==> config.mk <==
export PLATFORM = sky130hd
export DESIGN_NAME = alu_addcmp_unit
export DESIGN_NICKNAME = d
export VERILOG_FILES = /design/src/rtl/alu_pkg.sv /design/src/rtl/alu_cmp_logic.sv /design/src/rtl/alu_addcmp_unit.sv
export SDC_FILE = /design/constraint.sdc
export NUM_CORES = 1
export LEC_CHECK = 0
export BUFFER_PORTS_ARGS = -buffer_cell sky130_fd_sc_hd__clkbuf_2
export CAP_MARGIN = 20
export CORE_AREA = 2 2 68 118
export DETAILED_ROUTE_END_ITERATION = 10
export DIE_AREA = 0 0 70 120
export PLACE_DENSITY = 0.86
export SETUP_SLACK_MARGIN = 0.3
export SYNTH_ARGS = -nofsm -noshare
export SYNTH_HDL_FRONTEND = slang
export SYNTH_SLANG_ARGS = --single-unit
==> constraint.sdc <==
create_clock -name clk -period 0.8 [get_ports clk]
set_input_delay 0.12 -clock clk [delete_from_list [all_inputs] [get_ports clk]]
set_output_delay 0.12 -clock clk [all_outputs]
set_load 0.05 [all_outputs]
==> src/rtl/alu_pkg.sv <==
// Shared ALUFun field encodings for the add/compare slice.
package alu_pkg;

  // ALUFun[5:4] operation groups
  localparam logic [1:0] ADD   = 2'b00;
  localparam logic [1:0] LOGIC = 2'b01;
  localparam logic [1:0] SHIFT = 2'b10;
  localparam logic [1:0] CMP   = 2'b11;

  // ALUFun[3:1] compare codes
  localparam logic [2:0] EQ  = 3'b001;
  localparam logic [2:0] NEQ = 3'b000;
  localparam logic [2:0] LT  = 3'b010;
  localparam logic [2:0] LEZ = 3'b110;
  localparam logic [2:0] LTZ = 3'b101;
  localparam logic [2:0] GTZ = 3'b111;

  // ALUFun bit that selects subtract
  localparam int unsigned SUB_BIT = 0;

  // Compare-with-zero ops have ALUFun[3] set and ignore B.
  function automatic logic is_cmp_zero(input logic [5:0] fun);
    return (fun[5:4] == CMP) && fun[3];
  endfunction

endpackage

==> src/rtl/alu_cmp_logic.sv <==
// Maps ALUFun and the Z/N flags onto the 1-bit compare result.
module alu_cmp_logic
  import alu_pkg::*;
(
  input  logic [5:0] ALUFun,
  input  logic       z_i,
  input  logic       n_i,
  output logic       cmp_o
);

  // Decode the compare op; anything outside the compare group reads as false.
  always_comb begin
    cmp_o = 1'b0;
    if (ALUFun[5:4] == CMP) begin
      case (ALUFun[3:1])
        EQ:      cmp_o = z_i;
        NEQ:     cmp_o = ~z_i;
        LT:      cmp_o = n_i;
        LEZ:     cmp_o = n_i | z_i;
        LTZ:     cmp_o = n_i;
        GTZ:     cmp_o = ~n_i & ~z_i;
        default: cmp_o = 1'b0;
      endcase
    end
  end

endmodule

==> src/rtl/alu_addcmp_unit.sv <==
// Registered add/subtract with Z/V/N flags and compare result for the MIPS ALU.
module alu_addcmp_unit
  import alu_pkg::*;
#(
  parameter int unsigned WIDTH = 32
) (
  input  logic             clk,
  input  logic             rst_n,
  input  logic [WIDTH-1:0] A,
  input  logic [WIDTH-1:0] B,
  input  logic [5:0]       ALUFun,
  input  logic             Sign,
  output logic [WIDTH-1:0] S_adder,
  output logic [WIDTH-1:0] S_cmp,
  output logic             Z,
  output logic             V,
  output logic             N
);

  localparam int unsigned Msb = WIDTH - 1;

  logic             sub;
  logic [WIDTH-1:0] bz;
  logic [WIDTH-1:0] b_op;
  logic [WIDTH:0]   sum;
  logic [WIDTH-1:0] r;
  logic             carry;
  logic             z_d, v_d, n_d, cmp_d;
  logic [WIDTH-1:0] s_adder_q, s_cmp_q;
  logic             z_q, v_q, n_q;

  // Adder datapath and flag generation.
  always_comb begin
    sub   = ALUFun[SUB_BIT];
    bz    = is_cmp_zero(ALUFun) ? '0 : B;
    b_op  = sub ? ~bz : bz;
    sum   = {1'b0, A} + {1'b0, b_op} + {{WIDTH{1'b0}}, sub};
    r     = sum[Msb:0];
    carry = sum[WIDTH];
    z_d   = (r == '0);
    if (Sign) begin
      // Signed overflow: effective operands share a sign that the result lost.
      v_d = (A[Msb] == b_op[Msb]) && (r[Msb] != A[Msb]);
      n_d = r[Msb] ^ v_d;
    end else begin
      // Unsigned: carry for add, borrow (no carry) for sub.
      v_d = sub ? ~carry : carry;
      n_d = sub & ~carry;
    end
  end

  alu_cmp_logic u_cmp (
    .ALUFun (ALUFun),
    .z_i    (z_d),
    .n_i    (n_d),
    .cmp_o  (cmp_d)
  );

  // Output register, cleared asynchronously.
  always_ff @(posedge clk or negedge rst_n) begin
    if (!rst_n) begin
      s_adder_q <= '0;
      s_cmp_q   <= '0;
      z_q       <= 1'b0;
      v_q       <= 1'b0;
      n_q       <= 1'b0;
    end else begin
      s_adder_q <= r;
      s_cmp_q   <= {{(WIDTH-1){1'b0}}, cmp_d};
      z_q       <= z_d;
      v_q       <= v_d;
      n_q       <= n_d;
    end
  end

  assign S_adder = s_adder_q;
  assign S_cmp   = s_cmp_q;
  assign Z       = z_q;
  assign V       = v_q;
  assign N       = n_q;

endmodule

==> flow_summary.json, run 1 <==
{
  "rows": 42,
  "async_flop_share": 1.000,
  "port_buffers": 108,
  "overflow": 110,
  "yosys.area.top_type": "dfrtp_1",
  "ys_seq_elements": 36,
  "cts_buffers": 5,
  "die_height_um": 120,
  "initial_utilization": 0.5443,
  "seq_area_frac_synth": 0.2218,
  "cts_buffer_depth": 2,
  "synthCells": 507,
  "synth_area_mm2": 0.004061,
  "htree_levels": 2,
  "first_global_vias": 7755,
  "status": "stopped before the end",
  "grt.total_usage": 0.7239,
  "synth.avg_cell_area_um2": 8.011,
  "root_buffer": "clkbuf_16",
  "io-pin-count": 140,
  "synthFlopType": "dfrtp_1",
  "haltStage": "global routing (5_1_grt)",
  "tool.error": "[ERROR GRT-0116] Global routing finished with congestion. Check the congestion regions in the DRC Viewer.",
  "synth_edf_count": 0,
  "hpwl_um": 11510,
  "cts_sinks": 36,
  "grt_pass1_wl_um": 46710,
  "synth_cell_types": 64,
  "synth_top_area_share": 0.2218,
  "gp_congestion": 1.000,
  "yosysWarnings": 0,
  "die_w_um": 70,
  "synthTopCellsByArea": "dfrtp_1 22%, ha_1 10%, xnor2_1 10%",
  "grt_start_max_net_pins": 37
}
## kinds of logic after synthesis
family                     Yosys count  synth area share
and+or+nand+nor                    172            0.2135
xor gates and xnor gates            56            0.1208
AOI/OAI and AO/OA                  135            0.2307
adders and majority gates           35            0.1097
buffers and inverters               69           0.09519
other                                1         0.0009233
DFF                                 36            0.2218
muxes                                3          0.007394
## stage by stage
stage	cells	hold WS [ns]	area [um^2]	worst slack, ns
after floorplan	537	-0.1756	4369	-2.464
after global placement	843	0.09256	5909	-2.783
after detailed placement	843	0.1031	5909	-2.861
after CTS	876	-0.2079	7242	-2.399
## layer usage
metal | overflow | GRT usage
met1 | 0 | 0.6878
met3 | 0 | 0.4307
met5 | 0 | 0
met4 | 49 | 0.8642
met2 | 61 | 0.9685
## Yosys cell counts (6+ instances only)
library cell,instances
xor2_1,9
nor2_1,32
a21o_1,10
nand2_1,65
buf_2,9
clkbuf_1,9
dfrtp_1,36
and4_1,6
ha_1,34
o21ai_0,21
nor4_1,10
nor3_1,9
inv_1,17
xnor2_1,47
o21bai_1,9
a21oi_1,37
o211a_1,6
a31oi_1,7
o21a_1,7
buf_4,31
nand3_1,7
nand4_1,9
## repair_timing
item | in CTS
buffers inserted | 23
gates resized for setup | 204
gates cloned | 2
setup endpoints to repair | 72
pin swaps | 60
hold endpoints to repair | 36
==> inputs of run 2 (changes only) <==
--- a/config.mk
+++ b/config.mk
@@ -7,11 +7,10 @@
 export LEC_CHECK = 0
 export BUFFER_PORTS_ARGS = -buffer_cell sky130_fd_sc_hd__clkbuf_2
 export CAP_MARGIN = 20
-export CORE_AREA = 2 2 68 118
+export CORE_AREA = 2 2 104 106
 export DETAILED_ROUTE_END_ITERATION = 10
-export DIE_AREA = 0 0 70 120
-export PLACE_DENSITY = 0.86
-export SETUP_SLACK_MARGIN = 0.3
+export DIE_AREA = 0 0 106 108
+export PLACE_DENSITY_LB_ADDON = 0.15
 export SYNTH_ARGS = -nofsm -noshare
 export SYNTH_HDL_FRONTEND = slang
 export SYNTH_SLANG_ARGS = --single-unit
==> flow_summary.json, run 2 <==
{
  "rows": 37,
  "wl_per_cell_um": 18.53,
  "synth_edf_count": 0,
  "io-pin-count": 140,
  "vias_per_cell": 5.440,
  "final_util": 0.8070,
  "internal_power_mw": 9.504,
  "htree_levels": 2,
  "synth_common_cells": "65 x nand2_1, 47 x xnor2_1, 37 x a21oi_1, 36 x dfrtp_1, 34 x ha_1",
  "swShare": 0.4654,
  "synth_top_area_share": 0.2218,
  "maxClockFrequency_ghz": 0.2846,
  "hp-class": "in2reg",
  "cts_buffer_depth": 2,
  "violations": "setup timing",
  "fin_nets": 936,
  "grt_pass1_wl_um": 23680,
  "core-area_mm2": 0.01023,
  "seq_area_frac_synth": 0.2218,
  "ys_seq_elements": 36,
  "cp_cell_sequence": "clkbuf_16 -> buf_6 -> and4_1 -> a311o_2 -> inv_2 -> fa_2 -> nor2b_4 -> o31ai_2 -> buf_4 -> nand2_4 -> xnor2_2 -> or4b_4 -> or4_4 -> nor4_4 -> and4b_1 -> a2bb2oi_1 -> nor2_1 -> nand2_1",
  "die_w_um": 106,
  "first_global_vias": 4859,
  "synth_cell_types": 64,
  "initial_utilization": 0.3970,
  "die_height_um": 108,
  "wl_um": 17890,
  "die-area_mm2": 0.01145,
  "dr_total_vias": 5250,
  "cpLargestDelayFamily": "simple AND/OR/NAND/NOR gates",
  "yosys.area.top_type": "dfrtp_1",
  "slew_viol_final": 0,
  "port_buffers": 108,
  "synth.avg_cell_area_um2": 8.011,
  "drv_cap": 0,
  "finalHoldViolations": 0,
  "async_flop_share": 1.000,
  "gp_congestion": 0.8836,
  "setup_violations": 71,
  "root_buffer": "clkbuf_8",
  "antenna_cells": 0,
  "cts_sinks": 36,
  "antenna_found_initial": 0,
  "overflow": 0,
  "yosysWarnings": 0,
  "hpwl_um": 10580,
  "ir_drop_v": 0.001606,
  "drt_iter0_drc": 286,
  "crit_buf_inv": 4,
  "fillerInstances": 581,
  "drc": 0,
  "synthFlopType": "dfrtp_1",
  "worst_slack_ns": -2.714,
  "path_clk_slew_ns": 0.07,
  "synth_area_mm2": 0.004061,
  "largest_reg_flops": 32,
  "cpPeakStageDelay_ns": 0.51,
  "ant_nets": 0,
  "most-common-layout-cells": "180 x buf_4, 68 x clkbuf_2, 44 x nand2_1",
  "cp-start-kind": "input pin",
  "status": "complete, but fails checks",
  "share_seq_of_total_power": 0.161,
  "cp_slowest_cell": "or4b_4",
  "pwr-share-comb": 0.764,
  "cts_tree": "done",
  "finalWorstPathRequiredPeriod_ns": 3.514,
  "required_ns": 0.97,
  "net-switching-power_mw": 8.273,
  "layout_commonest_cell": "buf_4",
  "grt_start_max_net_pins": 37,
  "dr.pass1.iters": 5,
  "synth_most_common_cell": "nand2_1",
  "cts_buffers": 5,
  "crit_type": "in2reg",
  "cp_max_fo": 4,
  "p_clk_frac": 0.075,
  "rsz0062_at_grt": "yes",
  "leakage_nw": 3.925,
  "synthCells": 507,
  "end_kind": "flop",
  "cp_data_arrival_time_ns": 3.68,
  "synthTopCellsByArea": "dfrtp_1 22%, ha_1 10%, xnor2_1 10%",
  "finalPower_mw": 17.78,
  "drive_above_1_share": 0.6188,
  "area.growth.synth_to_final_pct": 103.3,
  "min_period_over_period": 4.392,
  "p_per_area_mw_per_mm2": 2153,
  "grt.total_usage": 0.2595
}
## run 2: cell counts after synthesis
Identical to the previous run, type by type.
## run 2: layout make-up
class	count	area (um^2)	share of cell area
Clock buffer	6	82.58	0.01000
Clock inverter	2	10.01	0.001212
Inverter	17	63.81	0.007728
Multi-Input combinational cell	433	4104	0.4970
Sequential cell	36	900.9	0.1091
Tap cell	136	170.2	0.02061
Timing Repair Buffer	335	2925	0.3543
## run 2: repair_timing
action,CTS,global route
pin swaps,46,71
hold buffers,1,0
buffers inserted,37,31
cloned,3,0
gates resized for setup,198,168
setup endpoints to repair,71,71
endpoints found under the hold margin,36,0
## run 2: layer usage
metal / track usage / routed length (um)
met3: 0.02833 / 1002
met2: 0.4816 / 9325
met1: 0.3174 / 6851
met5: 0 / 0
met4: 0.07613 / 705
## run 2: cells by family (layout without fill, tap and decap cells)
logic type,count (synthesis),count (layout),synth area share
AOI/OAI and AO/OA,135,135,0.2307
xor gates and xnor gates,56,56,0.1208
adders and majority gates,35,35,0.1097
buffers and inverters,69,360,0.09519
DFF,36,36,0.2218
muxes,3,3,0.007394
other,1,31,0.0009233
and+or+nand+nor,172,173,0.2135
## run 2: path summary, 6_finish.rpt
| kind | start | depth (start not counted) | end | slack, ns |
|---|---|---|---|---|
| worst max-delay path | ALUFun[4] | 18 | S_cmp[0] | -2.71 |
| worst min-delay path | Sign | 2 | N | 0.07 |
| max in group asynchronous | rst_n | 3 | S_adder[1] | 0.26 |
| min in group asynchronous | rst_n | 3 | S_adder[25] | 0.34 |
## run 2: power by group through the flow
| stage | combinational (mW) | sequential (mW) | clock [mW] |
|---|---|---|---|
| 2_1_floorplan | 3.64 | 4.69 | 0 |
| 3_3_place_gp | 9.21 | 2.61 | 0 |
| 3_5_place_dp | 9.29 | 2.62 | 0 |
| 4_1_cts | 11.5 | 2.67 | 1.39 |
| 5_1_grt | 14.1 | 2.89 | 1.44 |
| 6_report | 13.6 | 2.85 | 1.34 |
## run 2: through the flow
step	cells	setup slack (ns)	instance area [um^2]	hold slack (ns)	TNS, ns
after floorplan	537	-2.464	4323	-0.1756	-48.67
after global placement	895	-2.836	5941	0.1007	-64.30
after detailed placement	895	-2.861	5941	0.1093	-65.70
after CTS	940	-2.508	7320	0.04433	-59.27
after global routing	965	-2.747	8257	0.05857	-66.80
final	965	-2.714	8257	0.07168	-64.83
No activity file was read; power rests on OpenSTA's default activity.
==> inputs of run 3 (changes only) <==
--- a/config.mk
+++ b/config.mk
@@ -5,11 +5,12 @@
 export SDC_FILE = /design/constraint.sdc
 export NUM_CORES = 1
 export LEC_CHECK = 0
+export ABC_AREA = 1
 export BUFFER_PORTS_ARGS = -buffer_cell sky130_fd_sc_hd__clkbuf_2
 export CAP_MARGIN = 20
-export CORE_AREA = 2 2 104 106
+export CORE_AREA = 2 2 109 111
 export DETAILED_ROUTE_END_ITERATION = 10
-export DIE_AREA = 0 0 106 108
+export DIE_AREA = 0 0 111 113
 export PLACE_DENSITY_LB_ADDON = 0.15
 export SYNTH_ARGS = -nofsm -noshare
 export SYNTH_HDL_FRONTEND = slang
==> flow_summary.json, run 3 <==
{
  "synth_top_area_share": 0.2021,
  "grt_pass1_wl_um": 22830,
  "htree_levels": 2,
  "root_buffer": "clkbuf_16",
  "drt_iter0_drc": 218,
  "crit_type": "in2reg",
  "initial_utilization": 0.3954,
  "drc": 0,
  "ir_drop_v": 0.002595,
  "placed_cells": 1099,
  "path_common_cell": "nand2_2",
  "p_clk_frac": 0.110,
  "swShare": 0.4644,
  "vias_per_cell": 4.696,
  "synth_edf_count": 0,
  "grt.total_usage": 0.2226,
  "cts_tree": "done",
  "layout_commonest_cell": "buf_4",
  "finalHoldViolations": 0,
  "seq_area_frac_synth": 0.2021,
  "overflow": 0,
  "cpLargestDelayFamily": "simple AND/OR/NAND/NOR gates",
  "die_height_um": 113,
  "cp-start-kind": "input pin",
  "die_w_um": 111,
  "dr_total_vias": 5344,
  "most-common-layout-cells": "141 x buf_4, 115 x nand2_1, 80 x nand2_2",
  "cts_buffer_depth": 2,
  "required_ns": 1.02,
  "crit_buf_inv": 5,
  "placed_cell_area_mm2": 0.006362,
  "async_flop_share": 1.000,
  "drive_above_1_share": 0.5869,
  "violations": "setup timing",
  "grt_start_max_net_pins": 37,
  "gp_congestion": 0.9559,
  "synthTopCellsByArea": "dfrtp_1 20%, nand2_1 18%, ha_1 9.5%",
  "port_buffers": 108,
  "pre_cts_ws_ns": -2.221,
  "status": "complete, but fails checks",
  "largest_reg_flops": 32,
  "design_area_mm2": 0.008479,
  "fillerInstances": 803,
  "cp_data_arrival_time_ns": 3.04,
  "path_clk_slew_ns": 0.05,
  "internal_power_mw": 9.177,
  "synth.avg_cell_area_um2": 6.413,
  "multiInputGateArea_mm2": 0.004203,
  "final_util": 0.7522,
  "area.growth.synth_to_final_pct": 90.26,
  "rsz0062_at_grt": "yes",
  "net-switching-power_mw": 7.957,
  "leakage_nw": 4.449,
  "cts_sinks": 36,
  "end_kind": "flop",
  "setup_violations": 71,
  "cp_slowest_cell": "ha_2",
  "share_seq_of_total_power": 0.155,
  "synth_most_common_cell": "nand2_1",
  "maxClockFrequency_ghz": 0.3542,
  "first_global_vias": 5042,
  "synth_area_mm2": 0.004457,
  "die-area_mm2": 0.01254,
  "slew_viol_final": 0,
  "p_per_area_mw_per_mm2": 2021,
  "synthFlopType": "dfrtp_1",
  "synthCells": 695,
  "min_period_over_period": 3.529,
  "finalWorstPathRequiredPeriod_ns": 2.824,
  "dr.pass1.iters": 4,
  "antenna_found_initial": 0,
  "synth_common_cells": "209 x nand2_1, 106 x inv_1, 57 x nor2_1, 39 x nand3_1, 36 x dfrtp_1",
  "stdcell_count": 1138,
  "setup_tns_ns": -53.11,
  "rows": 39,
  "yosysWarnings": 0,
  "fin_nets": 1102,
  "antenna_cells": 0,
  "finalPower_mw": 17.13,
  "io-pin-count": 140,
  "cpPeakStageDelay_ns": 0.37,
  "synth_cell_types": 39,
  "wl_um": 15910,
  "yosys.area.top_type": "dfrtp_1",
  "hp-class": "in2reg",
  "cts_buffers": 5,
  "seqCellArea_um2": 900.9,
  "ant_nets": 0,
  "worst_slack_ns": -2.024,
  "pwr-share-comb": 0.736,
  "ys_seq_elements": 36,
  "hpwl_um": 11540,
  "cp_max_fo": 8,
  "core-area_mm2": 0.01127,
  "wl_per_cell_um": 13.98,
  "drv_cap": 0,
  "worst_hold_slack_ns": 0.1226
}
run 3: changes by cell type after synthesis, moves of 8 or more:
| cell | delta |
|---|---|
| nand3_1 | +32 |
| nand2_2 | +15 |
| buf_2 | -9 |
| inv_2 | +8 |
| nor2_2 | +9 |
| nand3b_1 | +8 |
| a21oi_1 | -8 |
| xnor2_1 | -44 |
| nor2_1 | +25 |
| inv_1 | +89 |
| a21o_1 | -9 |
| nand2_1 | +144 |
| xor2_1 | +23 |
run 3: cells by family (layout without fill, tap and decap cells):
| group | count (synthesis) | count (layout) | synth area share |
|---|---|---|---|
| flip-flops | 36 | 36 | 0.2021 |
| AO/OA/AOI/OAI | 54 | 54 | 0.06935 |
| adder cells (fa/ha/maj) | 35 | 35 | 0.09994 |
| other | 1 | 31 | 0.0008414 |
| AND/OR/NAND/NOR | 380 | 380 | 0.3947 |
| XOR/XNOR | 38 | 38 | 0.07973 |
| buffers and inverters | 151 | 421 | 0.1533 |
run 3: final timing paths:
kind / depth (start not counted) / from / slack, ns / end
min: 5 / ALUFun[5] / 0.12 / S_cmp[0]
min in group asynchronous: 3 / rst_n / 0.34 / S_adder[12]
max: 27 / ALUFun[3] / -2.02 / S_cmp[0]
max in group asynchronous: 3 / rst_n / 0.27 / S_adder[24]
run 3: timing repair:
item | in CTS | in global routing
hold buffers | 1 | 0
pin swaps | 2 | 114
setup endpoints to repair | 71 | 71
setup buffers | 1 | 34
gates resized for setup | 152 | 304
hold endpoints to repair | 36 | 0
cloned | 1 | 2
run 3: routing by layer:
| layer | track usage | vias up | part of all wire |
|---|---|---|---|
| li1 | - | 2704 | - |
| met1 | 0.2808 | 2447 | 0.40 |
| met5 | 0 | - | 0 |
| met4 | 0.06833 | 0 | 0.033 |
| met2 | 0.4086 | 162 | 0.51 |
| met3 | 0.01500 | 31 | 0.055 |
run 3: final cells by class:
| class | instances | share of cell area |
|---|---|---|
| Clock buffer | 8 | 0.01726 |
| Timing Repair Buffer | 299 | 0.3093 |
| Sequential cell | 36 | 0.1062 |
| Multi-Input combinational cell | 538 | 0.4956 |
| Tap cell | 143 | 0.02110 |
| Inverter | 114 | 0.05046 |
run 3: power by group through the flow:
stage	Clock (mW)	Combinational, mW	Sequential, mW
finish	1.88	12.6	2.65
global route	2.00	13.3	2.69
CTS	1.92	10.3	2.52
detailed placement	0	8.93	2.47
global placement	0	8.83	2.45
floorplan	0	3.65	4.27
run 3: worst min-delay path, delay by kind of cell:
family / cells / cell delay [ns]
buf+inv: 3 / 0.17
simple gates: 2 / 0.08
